## src/rtl/arb_pkg.sv

```systemverilog
// Shared types and helpers for the round-robin grant controller.
// Optional feature macro: ARB_TIMEOUT_EN (forced release after a hold limit).
package arb_pkg;

   typedef enum logic {
      IDLE  = 1'b0,
      GRANT = 1'b1
   } state_t;

   // Binary index of the single set bit; zero when no bit is set.
   function automatic logic [31:0] onehot2bin(input logic [31:0] oh);
      logic [31:0] idx;
      idx = '0;
      for (int i = 0; i < 32; i++) begin
         if (oh[i]) idx = idx | 32'(i);
      end
      return idx;
   endfunction

endpackage

```

## src/rtl/rr_grant_ctrl_if.sv

```systemverilog
// Requester-side bundle for the round-robin grant controller.
// master drives requests/release, slave (the arbiter) drives the grant.
interface rr_grant_ctrl_if #(
   parameter int NUM_REQ = 4
);
   localparam int IW = $clog2(NUM_REQ);

   logic [NUM_REQ-1:0] req;
   logic               release_i;
   logic [NUM_REQ-1:0] grant;
   logic               grant_valid;
   logic [IW-1:0]      grant_idx;
   logic               timeout_err;

   modport master (
      output req,
      output release_i,
      input  grant,
      input  grant_valid,
      input  grant_idx,
      input  timeout_err
   );

   modport slave (
      input  req,
      input  release_i,
      output grant,
      output grant_valid,
      output grant_idx,
      output timeout_err
   );
endinterface

```

## src/rtl/rr_priority_pick.sv

```systemverilog
// Picks the first requester starting at the one-hot pointer and walking
// downward with wrap, using a bit-reversed double-width subtract trick.
module rr_priority_pick #(
   parameter int NUM_REQ = 4
) (
   input  logic [NUM_REQ-1:0] req_i,
   input  logic [NUM_REQ-1:0] ptr_i,
   output logic [NUM_REQ-1:0] win_o
);

   logic [NUM_REQ-1:0]   req_r;
   logic [NUM_REQ-1:0]   ptr_r;
   logic [NUM_REQ-1:0]   win_r;
   logic [2*NUM_REQ-1:0] dbl;
   logic [2*NUM_REQ-1:0] base;
   logic [2*NUM_REQ-1:0] hit;

   // Reverse so the downward walk becomes an upward search, then find the
   // lowest set bit at or above the pointer in the doubled vector.
   always_comb begin
      req_r = '0;
      ptr_r = '0;
      win_o = '0;
      for (int i = 0; i < NUM_REQ; i++) begin
         req_r[i] = req_i[NUM_REQ-1-i];
         ptr_r[i] = ptr_i[NUM_REQ-1-i];
      end
      dbl   = {req_r, req_r};
      base  = {{NUM_REQ{1'b0}}, ptr_r};
      hit   = dbl & ~(dbl - base);
      win_r = hit[NUM_REQ-1:0] | hit[2*NUM_REQ-1:NUM_REQ];
      for (int i = 0; i < NUM_REQ; i++) begin
         win_o[i] = win_r[NUM_REQ-1-i];
      end
   end

endmodule

```

## src/rtl/rr_grant_ctrl.sv

```systemverilog
// Round-robin arbiter: holds a grant until release or request drop.
// Define ARB_TIMEOUT_EN to force release after TIMEOUT_CYCLES grant cycles.
module rr_grant_ctrl
   import arb_pkg::*;
#(
   parameter int NUM_REQ        = 4,
   parameter int TIMEOUT_CYCLES = 16
) (
   input logic         clk,
   input logic         rst,
   rr_grant_ctrl_if.slave bus
);

   localparam int IW = $clog2(NUM_REQ);

   state_t             state_q, state_d;
   logic [NUM_REQ-1:0] grant_q, grant_d;
   logic [NUM_REQ-1:0] ptr_q, ptr_d;
   logic [NUM_REQ-1:0] win;
   logic               end_c;

`ifdef ARB_TIMEOUT_EN
   localparam int CW = $clog2(TIMEOUT_CYCLES) + 1;
   logic [CW-1:0] cnt_q, cnt_d;
   logic          terr_q, terr_d;
`endif

   rr_priority_pick #(
      .NUM_REQ(NUM_REQ)
   ) u_pick (
      .req_i (bus.req),
      .ptr_i (ptr_q),
      .win_o (win)
   );

   // Owner done when it releases or withdraws its own request.
   assign end_c = bus.release_i | ~(|(bus.req & grant_q));

   // State, grant and pointer registers.
   always_ff @(posedge clk or posedge rst) begin
      if (rst) begin
         state_q <= IDLE;
         grant_q <= '0;
         ptr_q   <= NUM_REQ'(1) << (NUM_REQ-1);
`ifdef ARB_TIMEOUT_EN
         cnt_q   <= '0;
         terr_q  <= 1'b0;
`endif
      end else begin
         state_q <= state_d;
         grant_q <= grant_d;
         ptr_q   <= ptr_d;
`ifdef ARB_TIMEOUT_EN
         cnt_q   <= cnt_d;
         terr_q  <= terr_d;
`endif
      end
   end

   // Next-state: latch a winner in IDLE, end the hold and rotate in GRANT.
   always_comb begin
      state_d = state_q;
      grant_d = grant_q;
      ptr_d   = ptr_q;
`ifdef ARB_TIMEOUT_EN
      cnt_d   = cnt_q;
      terr_d  = 1'b0;
`endif
      unique case (state_q)
         IDLE: begin
            if (|bus.req) begin
               grant_d = win;
               state_d = GRANT;
`ifdef ARB_TIMEOUT_EN
               cnt_d   = '0;
`endif
            end
         end
         GRANT: begin
            if (end_c) begin
               grant_d = '0;
               state_d = IDLE;
               ptr_d   = {grant_q[0], grant_q[NUM_REQ-1:1]};
`ifdef ARB_TIMEOUT_EN
            end else if (cnt_q == CW'(TIMEOUT_CYCLES-1)) begin
               grant_d = '0;
               state_d = IDLE;
               ptr_d   = {grant_q[0], grant_q[NUM_REQ-1:1]};
               terr_d  = 1'b1;
            end else begin
               cnt_d   = cnt_q + CW'(1);
`endif
            end
         end
         default: state_d = IDLE;
      endcase
   end

   // Outputs come straight from registers; the index is decoded from grant.
   always_comb begin
      bus.grant       = grant_q;
      bus.grant_valid = |grant_q;
      bus.grant_idx   = IW'(onehot2bin(32'(grant_q)));
`ifdef ARB_TIMEOUT_EN
      bus.timeout_err = terr_q;
`else
      bus.timeout_err = 1'b0;
`endif
   end

endmodule
```

## src/flat_wrapper.sv

```systemverilog
// flat-port wrapper written by rule: the top's interface ports become plain ports
module rr_grant_ctrl_flat import arb_pkg::*;
#(
   parameter int NUM_REQ        = 4,
   parameter int TIMEOUT_CYCLES = 16
)
  (clk, rst, bus_req, bus_release_i, bus_grant, bus_grant_valid, bus_grant_idx, bus_timeout_err);
  rr_grant_ctrl_if #(.NUM_REQ(NUM_REQ)) bus_i ();
  input logic clk;
  input logic rst;
  input wire logic [$bits(bus_i.req)-1:0] bus_req;
  input wire logic [$bits(bus_i.release_i)-1:0] bus_release_i;
  output wire logic [$bits(bus_i.grant)-1:0] bus_grant;
  output wire logic [$bits(bus_i.grant_valid)-1:0] bus_grant_valid;
  output wire logic [$bits(bus_i.grant_idx)-1:0] bus_grant_idx;
  output wire logic [$bits(bus_i.timeout_err)-1:0] bus_timeout_err;
  assign bus_i.req = bus_req;
  assign bus_i.release_i = bus_release_i;
  assign bus_grant = bus_i.grant;
  assign bus_grant_valid = bus_i.grant_valid;
  assign bus_grant_idx = bus_i.grant_idx;
  assign bus_timeout_err = bus_i.timeout_err;
  rr_grant_ctrl #(.NUM_REQ(NUM_REQ), .TIMEOUT_CYCLES(TIMEOUT_CYCLES)) u_core (.clk(clk), .rst(rst), .bus(bus_i));
endmodule
```

## config.mk

```make
export PLATFORM = sky130hd
export DESIGN_NAME = rr_grant_ctrl_flat
export DESIGN_NICKNAME = d
export VERILOG_FILES = /design/src/rtl/arb_pkg.sv /design/src/rtl/rr_grant_ctrl_if.sv /design/src/rtl/rr_priority_pick.sv /design/src/rtl/rr_grant_ctrl.sv /design/src/flat_wrapper.sv
export SDC_FILE = /design/constraint.sdc
export NUM_CORES = 1
export LEC_CHECK = 0
export ABC_AREA = 1
export CORE_UTILIZATION = 40
export DETAILED_ROUTE_END_ITERATION = 8
export GPL_ROUTABILITY_DRIVEN = 1
export GPL_TIMING_DRIVEN = 0
export PLACE_DENSITY = 0.69
export SLEW_MARGIN = 25
export SYNTH_ARGS = -nofsm -noshare
export SYNTH_HDL_FRONTEND = slang
export SYNTH_HIERARCHICAL = 1
export SYNTH_SLANG_ARGS = --single-unit
export TNS_END_PERCENT = 10
```

## constraint.sdc

```tcl
create_clock -name clk -period 4 [get_ports clk]
set_input_delay 0.4 -clock clk [delete_from_list [all_inputs] [get_ports clk]]
set_output_delay 0.4 -clock clk [all_outputs]
set_load 0.005 [all_outputs]
```

==> results.md, run 1 <==
- Syn nets: 108
- Final count of hold timing violations: 0
- DRC Markers: 0
- R2R setup slack: 2370 ps
- Syn-to-layout area delta: 26.3%
- Most frequent cells in the layout: nand2_1 (32), inv_1 (18), clkdlybuf4s50_1 (13)
- Worst setup EP type: flip-flop
- # fillers: 160
- Setup WS pre-CTS: 1730 ps
- Largest net degree at the start of global routing: 11
- Hold Crit Class: in -> async
- First-pass GRT wire length: 2.64 mm
- CTS Buf Count: 3
- Clk pin slew, worst setup/hold paths: 60 ps
- Max-cap violation count: 0
- Clk root buf: clkbuf_4
- Total Routing Usage GR: 0.191
- Synth Instances: 97
- Worst Path Max Fanout: 6
- Total power: between 0.0005 and 0.0006 W
- Clk Latency, worst-skew pair: around 260 ps
- Row cnt: 14
- DR WL/cell: 11.3 microns
- YS warnings: 6
- Largest area contributor in the netlist: dfrtp_1
- Via density: 4.87
- Gpl congestion: ~0.8
- Vias in the first global route: between 600 and 700
- Iter 0 DRT Violations: 31
- Critical path class: in -> reg
- Top cells by area, synth: dfrtp_1 (30%), nand2_1 (18%), inv_1 (10%)
- Core Region: 1540 sq um
- Die X: 43.0 microns
- Share of the synthesized area in the top cell type: 0.298
- CTS Sinks: 9
- Clk buf depth: 2
- Fmax: 493 MHz
- Fin. max-slew vios: 0
- Synth Area per Inst: 6.93 sq um
- Layout Utilization: 0.550
- Number of antenna-violating nets in the routed design: 0
- Leading cell type in the layout, fill and taps excluded: nand2_1
- Post-CTS Setup Bufs: 0
- CP required: about 4200 ps
- Grt total ovfl: 0
- Arr. time, crit path: roughly 2200 ps
- Status: completed
- PwrDens: ~620 nW/um^2
- Synth Register Bits: 9
- Skew final: 0.521 ps
- Placed insts: roughly 130
- Mapped Area: 672 sq um
- Peak supply drop: roughly 330 uV
- Final TNS setup: 0 ps
- Post-synthesis sequential area ratio: 0.337
- I/O Pins: 15
- Crit share post-route: 0.507
- Lkg Pwr: 0.457 nW
- Final setup fails: 0
- Post-CTS Hold Fix Bufs: 0
- Die height: about 43 microns
- Clock period minus worst slack: 2030 ps
- N_diodes: 0
- DRT Wirelength: around 1.5 mm
- RSZ-0062 raised after global routing: no
- CP startpoint kind: input pin
- CTS H-tree depth: 1
- Post_cts resized: 0
- CTS tree: yes
- Initial Utilization: 0.436
- Total number of vias: 633
- Post-route setup slack: approximately 2000 ps
- # nets final: 126
- Die Footprint: 1850 sq um
- DP Wirelength: 1.20 mm
- Drt first pass iters: 5
- IO Port Bufs: 13
- Non-Filler Instances: 130
- Cell variety after synth: 19
- Layout cells sized above 1: 0.123
- Initial antenna violation count: 0
## logic make-up (layout without fill, tap and decap cells)
| group | Yosys count | count (layout) | synth area share |
|---|---|---|---|
| other | 1 | 1 | 0.00558 |
| AOI/OAI and AO/OA | 8 | 8 | 0.0875 |
| DFF | 9 | 9 | 0.337 |
| buffers and inverters | 21 | 38 | 0.134 |
| xor gates and xnor gates | 1 | 1 | 0.0130 |
| adders and majority gates | 4 | 4 | 0.0857 |
| and+or+nand+nor | 53 | 53 | 0.337 |
## worst max-delay path, cell delays in order
cell and delay, ps:
clkdlybuf4s50_1 580, inv_1 150, fa_1 490, inv_1 70, nand2_1 40, nand2_1 60, nand2_1 60, a21oi_1 150
nor2_1 50, nand3_1 80, nand2_1 50
## flip-flops by register name, indices dropped and copies added (netlist names)
register          count
u_core/ptr_q          4
u_core/bus.grant      4
u_core/state_q        1
## synth_stat cells
library cell / number
buf_4: 1
xor2_1: 1
nand2_2: 3
ha_1: 3
fa_1: 1
inv_1: 18
dfstp_2: 1
o21ai_0: 1
conb_1: 1
dfrtp_1: 8
nand2_1: 32
buf_6: 1
nand3_1: 11
clkinv_1: 1
nand4_1: 2
nor3_1: 1
o21ai_2: 5
nor2_1: 4
a21oi_1: 2
## worst paths after layout
check,from,to,depth (start not counted)
max reg2reg,u_core/ptr_q[3],u_core/bus.grant[3],11
min,rst,u_core/ptr_q[2],2
min reg2reg,u_core/ptr_q[3],u_core/ptr_q[3],2
max,bus_req[2],u_core/bus.grant[3],11
max in group asynchronous,rst,u_core/ptr_q[3],2
min in group clk,u_core/ptr_q[3],u_core/ptr_q[3],2
## routing by layer
layer,track usage,part of all wire,vias to the layer above
met5,0,0,-
met4,0.0364,0,0
met3,0.0809,0.082,0
met2,0.303,0.47,29
met1,0.246,0.45,275
li1,-,-,329
## area by class of cell
class	instances	area, sq um	area share
Sequential cell	9	226	0.267
Timing Repair Buffer	13	130	0.153
Multi-Input combinational cell	67	355	0.419
Tap cell	16	20.0	0.0236
Inverter	19	71.3	0.0841
Buffer	2	18.8	0.0221
Clock buffer	4	26.3	0.0310
## per-stage QoR
stage,cell area (sq um),hold slack [ps]
floorplan,672,227
global placement,822,487
detailed placement,822,495
CTS,848,413
global route,848,453
finish,848,404
## where the power goes
part	internal [W]	switching, W
Combinational	0.000147	0.000158
Sequential	0.000126	0.0000291
Clock	0.0000384	0.0000314
No activity file was read; power rests on OpenSTA's default activity.
==> run 2, diff against run 1 <==
--- a/config.mk
+++ b/config.mk
@@ -10,7 +10,7 @@
 export DETAILED_ROUTE_END_ITERATION = 8
 export GPL_ROUTABILITY_DRIVEN = 1
 export GPL_TIMING_DRIVEN = 0
-export PLACE_DENSITY = 0.69
+export PLACE_DENSITY = 0.71
 export SLEW_MARGIN = 25
 export SYNTH_ARGS = -nofsm -noshare
 export SYNTH_HDL_FRONTEND = slang
==> constraint.sdc (replaced) <==
create_clock -name clk -period 1.65 [get_ports clk]
set_input_delay 0.165 -clock clk [delete_from_list [all_inputs] [get_ports clk]]
set_output_delay 0.165 -clock clk [all_outputs]
set_load 0.005 [all_outputs]
==> run 2 against run 1 <==
Total power rose by 150%. Combinational power rose by 150%. Sequential share of layout area fell by 0.46 points. Clock power rose to 2.6 times the previous value. Setup slack got worse by 1900 ps. Critical path depth fell by 8. Non-clock buffer count did not move. Sequential power rose by 140%. Global-route usage rose by 0.63 points. Largest power group unchanged.
==> results.md, run 2 (synthesis gave the netlist of run 1 again) <==
- Row cnt: 14
- Grt total ovfl: 0
- Drt first pass iters: 4
- Critical path's slowest cell: clkdlybuf4s50_1
- Clk Latency, worst-skew pair: 270 ps
- CP required: 1480 ps
- Final count of hold timing violations: 0
- # nets final: 126
- DR WL/cell: 11.6 microns
- DRC Markers: 0
- Peak supply drop: 932 uV
- Non-Filler Instances: 130
- # fillers: ~160
- Iter 0 DRT Violations: 8
- CP startpoint kind: flip-flop
- Post-route setup slack: 106 ps
- Hold Crit Class: in -> async
- CTS Sinks: 9
- I/O Pins: 15
- Largest net degree at the start of global routing: 11
- Via density: 4.86
- Fin. max-slew vios: 0
- Critical path class: reg -> out
- Final TNS setup: 0 ps
- First-pass GRT wire length: about 2.6 mm
- Clk root buf: clkbuf_4
- Total Routing Usage GR: 0.198
- Final hold slack: about 160 ps
- Status: completed
- RSZ-0062 raised after global routing: no
- Crit share post-route: 0.936
- Largest stage delay, worst path: 500 ps
- Lkg Pwr: ~0.46 nW
- Leading cell type in the layout, fill and taps excluded: nand2_1
- DRT Wirelength: ~1.5 mm
- CP cell instances: inv_1 -> nand4_1 -> clkdlybuf4s50_1
- Clk pin slew, worst setup/hold paths: about 70 ps
- CTS Buf Count: 3
- Initial Utilization: 0.436
- Core Region: between 1500 and 2000 sq um
- Gpl congestion: a little under 0.9
- Buf/Inv on CP: 2
- Syn-to-layout area delta: 28.5%
- N_diodes: 0
- Setup WS pre-CTS: -402 ps
- Vias in the first global route: 570
- Initial antenna violation count: 0
- Worst setup EP type: output port
- Most frequent cells in the layout: nand2_1 (31), inv_1 (17), clkdlybuf4s50_1 (11), nand3_1 (11), dfrtp_1 (8)
- DP Wirelength: 1.14 mm
- Worst Path Max Fanout: 4
- Worst path top cell family by delay: buffers and inverters
- Die Footprint: 1850 sq um
- IO Port Bufs: 13
- Layout cells sized above 1: 0.158
- Fmax: 648 MHz
- Final setup fails: 0
- Arr. time, crit path: between 1000 and 1500 ps
- Clock period minus worst slack: 1540 ps
- Total power: 0.00131 W
- Number of antenna-violating nets in the routed design: 0
- Die X: 43.0 microns
- CTS tree: yes
- Placed insts: about 130
- Max-cap violation count: 0
- CTS H-tree depth: 1
- Skew final: 9.17 ps
- Die height: 43.0 microns
- Total number of vias: 632
- Clk buf depth: 2
- PwrDens: about 1500 nW/um^2
run 2: cell count changes in the layout (fill, tap and decap cells not counted), sizes merged:
cell | previous run | this run
clkdlybuf4s50 | 13 | 11
dlygate4sd2 | 0 | 2
run 2: power by group:
group          total [W]  internal (W)  switching [W]
Sequential      0.000376      0.000305      0.0000705
Combinational   0.000758      0.000366       0.000393
Clock           0.000178     0.0000935      0.0000842
Total            0.00131      0.000765       0.000547
run 2: metrics by stage:
stage           util  cell area [sq um]
3_3_place_gp   0.533                822
2_1_floorplan      -                672
4_1_cts        0.549                846
5_1_grt        0.560                863
6_report       0.560                863
3_5_place_dp   0.533                822
run 2: per-layer routing:
| metal | wire length, microns | global-route usage |
|---|---|---|
| met1 | 723 | 0.252 |
| met2 | 687 | 0.303 |
| met3 | 50 | 0.0383 |
| met4 | 46 | 0.127 |
| met5 | 0 | 0 |
run 2: worst paths after layout:
| path | start | to | slack (ps) | cells after the start |
|---|---|---|---|---|
| setup / recovery | u_core/bus.grant[3] | bus_grant_valid | 110 | 3 |
| hold / removal | rst | u_core/ptr_q[0] | 160 | 2 |
| setup reg to reg | u_core/ptr_q[3] | u_core/bus.grant[3] | 140 | 11 |
| hold reg to reg | u_core/ptr_q[0] | u_core/ptr_q[0] | 490 | 2 |
| max in group asynchronous | rst | u_core/ptr_q[3] | 1200 | 2 |
| min in group clk | u_core/ptr_q[0] | u_core/ptr_q[0] | 490 | 2 |
run 2: area by class of cell:
class                           count  area, sq um  share of cell area
Buffer                              2         18.8              0.0217
Clock buffer                        4         26.3              0.0304
Inverter                           19         71.3              0.0826
Multi-Input combinational cell     67          373               0.432
Sequential cell                     9          226               0.262
Tap cell                           16         20.0              0.0232
Timing Repair Buffer               13          128               0.148
run 2: what timing repair did:
item	CTS	global route
endpoints found under the setup margin	2	4
gates resized for setup	2	4
hold buffers	0	0
pin swaps	0	1
buffers inserted	0	0
==> run 3, diff against run 2 <==
--- a/config.mk
+++ b/config.mk
@@ -5,12 +5,11 @@
 export SDC_FILE = /design/constraint.sdc
 export NUM_CORES = 1
 export LEC_CHECK = 0
-export ABC_AREA = 1
 export CORE_UTILIZATION = 40
 export DETAILED_ROUTE_END_ITERATION = 8
 export GPL_ROUTABILITY_DRIVEN = 1
 export GPL_TIMING_DRIVEN = 0
-export PLACE_DENSITY = 0.71
+export PLACE_DENSITY = 0.7
 export SLEW_MARGIN = 25
 export SYNTH_ARGS = -nofsm -noshare
 export SYNTH_HDL_FRONTEND = slang
==> constraint.sdc (replaced) <==
create_clock -name clk -period 1.65 [get_ports clk]
set_input_delay 0.33 -clock clk [delete_from_list [all_inputs] [get_ports clk]]
set_output_delay 0.33 -clock clk [all_outputs]
set_load 0.005 [all_outputs]
==> run 3 against run 2 <==
The run now ends with setup timing left. Sequential power up 7.2%. Cell area up 9.6%. Routed wire length up 16%. Critical path depth up 5. Non-clock buffer count up 4. Clock skew down 4.0 ps. Maximum frequency down 19%. Largest power group unchanged.
==> results.md, run 3 <==
- I/O Pins: 15
- Async S/R FF share, synth: 1.00
- CP startpoint kind: flip-flop
- Design Area, Final: approximately 950 sq um
- Post-route setup slack: -259 ps
- Crit share post-route: 1.16
- Non-Filler Instances: between 100 and 150
- Leading cell type in the layout, fill and taps excluded: inv_1
- Die height: between 40 and 50 microns
- Xor/xnor share of the synthesized area: 0.0120
- Worst path top cell family by delay: simple AND/OR/NAND/NOR gates
- Critical path class: reg -> reg
- CTS Buf Count: 3
- Most common cell in the netlist: inv_1
- IO Port Bufs: 12
- Largest net degree at the start of global routing: 11
- Synth Area per Inst: between 8 and 9 sq um
- Critical path's slowest cell: dfstp_2
- Worst Path Max Fanout: 2
- Top cells by area, synth: dfrtp_1 (28%), nand3_1 (5.5%), ha_1 (5.2%)
- Final count of hold timing violations: 0
- Most frequent cells in the layout: inv_1 (9), nand3_1 (8), clkdlybuf4s50_1 (6), dfrtp_1 (6)
- Area after DPL: 892 sq um
- Post-synth EDFFs: 0
- Clk buf depth: 2
- Initial antenna violation count: 0
- CTS tree: yes
- Worst setup EP type: flip-flop
- Row cnt: 15
- Drt first pass iters: 4
- DRT Wirelength: 1.76 mm
- Arr. time, crit path: 2090 ps
- RSZ-0062 raised after global routing: yes
- Post-Synth Adder-Cell Area: 0.0792
- Share of the synthesized area in the top cell type: 0.275
- Failing checks: setup timing
- CP cell instances: nor2b_4 -> fa_2 -> and2b_1 -> o21ai_1 -> nor4b_2 -> o31a_1 -> nand3_1 -> a22oi_1
- # nets final: 117
- Skew final: just over 5 ps
- Main combinational cell family by area after synthesis: compound AO/OA/AOI/OAI gates
- Simple-gate share of the synthesized area: 0.244
- CTS H-tree depth: 1
- Core Region: 1710 sq um
- First-pass GRT wire length: 2.84 mm
- Syn nets: 96
- Total Routing Usage GR: 0.196
- Iter 0 DRT Violations: 23
- R2R setup slack: -260 ps
- Total number of vias: about 750
- N_diodes: 0
- Grt total ovfl: 0
- Status: finished with violations
- Fin. max-slew vios: 0
- Die Footprint: 1990 sq um
- Die X: 44.6 microns
- PwrDens: 1430 nW/um^2
- YS warnings: 6
- Clk root buf: clkbuf_4
- Clock period minus worst slack: 1910 ps
- Layout Utilization: 0.554
- Top FF cell, synth: dfrtp_1
- Buf/Inv on CP: 0
- Cell variety after synth: 34
- Layout cells sized above 1: 0.238
- Clk pin slew, worst setup/hold paths: 70 ps
- Synth Register Bits: 9
- Hold Crit Class: in -> async
- Clk Latency, worst-skew pair: 260 ps
- DRC Markers: 0
- Initial Utilization: 0.426
- Gpl congestion: between 0.8 and 0.9
- Fmax: 524 MHz
- Via density: around 5.8
- CP required: 1830 ps
- Mapped Area: 727 sq um
- R2r startpoint: u_core/ptr_q[3]
- Commonest cells in the netlist: inv_1 (9), dfrtp_1 (8), nand3_1 (8)
- Synth Area in Compound Gates: 0.275
- Placed insts: roughly 120
- Lkg Pwr: 0.412 nW
- Number of antenna-violating nets in the routed design: 0
- DR WL/cell: roughly 14 microns
- CTS Sinks: 9
- Total power: 0.00135 W
- Post-synthesis sequential area ratio: 0.312
- Peak supply drop: 788 uV
- Reg2reg path depth: 8
- Largest stage delay, worst path: 530 ps
- Vias in the first global route: about 630
- Largest area contributor in the netlist: dfrtp_1
- Reg2reg end: u_core/bus.grant[1]
- Synth Instances: 85
- Final setup fails: 4
- Syn-to-layout area delta: 30.1%
- Max-cap violation count: 0
- Mux share of post-synthesis cell area: 0
- DP Wirelength: 1.25 mm
- Final TNS setup: -561 ps
run 3: per-layer routing:
layer / global-route usage / up-vias / wire length, microns
met5: 0 / - / 0
met4: 0.00606 / 0 / 7
li1: - / 354 / -
met1: 0.270 / 358 / 773
met2: 0.312 / 38 / 820
met3: 0.0735 / 2 / 155
run 3: worst max path at each step:
stage,slack (ps),depth (start not counted),from,to
after detailed placement,-890,9,bus_req[2],u_core/bus.grant[1]
after global routing,-330,8,u_core/ptr_q[3],u_core/bus.grant[1]
after global placement,-840,9,bus_req[2],u_core/bus.grant[1]
final,-260,8,u_core/ptr_q[3],u_core/bus.grant[1]
after CTS,-240,8,u_core/ptr_q[3],u_core/bus.grant[1]
after floorplan,-100,8,u_core/ptr_q[3],u_core/bus.grant[1]
run 3: stage by stage:
| step | hold WS (ps) | worst slack, ps |
|---|---|---|
| 2_1_floorplan | 157 | -104 |
| 3_3_place_gp | 550 | -842 |
| 3_5_place_dp | 525 | -894 |
| 4_1_cts | 333 | -244 |
| 5_1_grt | 375 | -325 |
| 6_report | 322 | -259 |
run 3: cell families after synthesis:
family | after synthesis
and+or+nand+nor | 29
AOI/OAI and AO/OA | 28
buffers and inverters | 13
DFF | 9
adders and majority gates | 4
xor gates and xnor gates | 1
other | 1
run 3: report_power, final:
group / leakage (nW) / internal (W) / switching, W
registers: 0.114 / 0.000306 / 0.0000964
logic: 0.280 / 0.000381 / 0.000395
clock network: 0.0177 / 0.0000894 / 0.0000803
run 3: cell type report:
class,count,area (sq um)
Buffer,3,15.0
Clock buffer,3,22.5
Clock inverter,1,5.00
Fill cell,168,762
Inverter,10,37.5
Multi-Input combinational cell,63,462
Sequential cell,9,229
Tap cell,25,31.3
Timing Repair Buffer,16,144
run 3: timing repair:
item,CTS,global route
hold buffers,0,0
pin swaps,1,1
gates cloned,0,0
endpoints found under the hold margin,0,0
gates resized for setup,15,2
setup endpoints to repair,7,6
buffers inserted,4,0
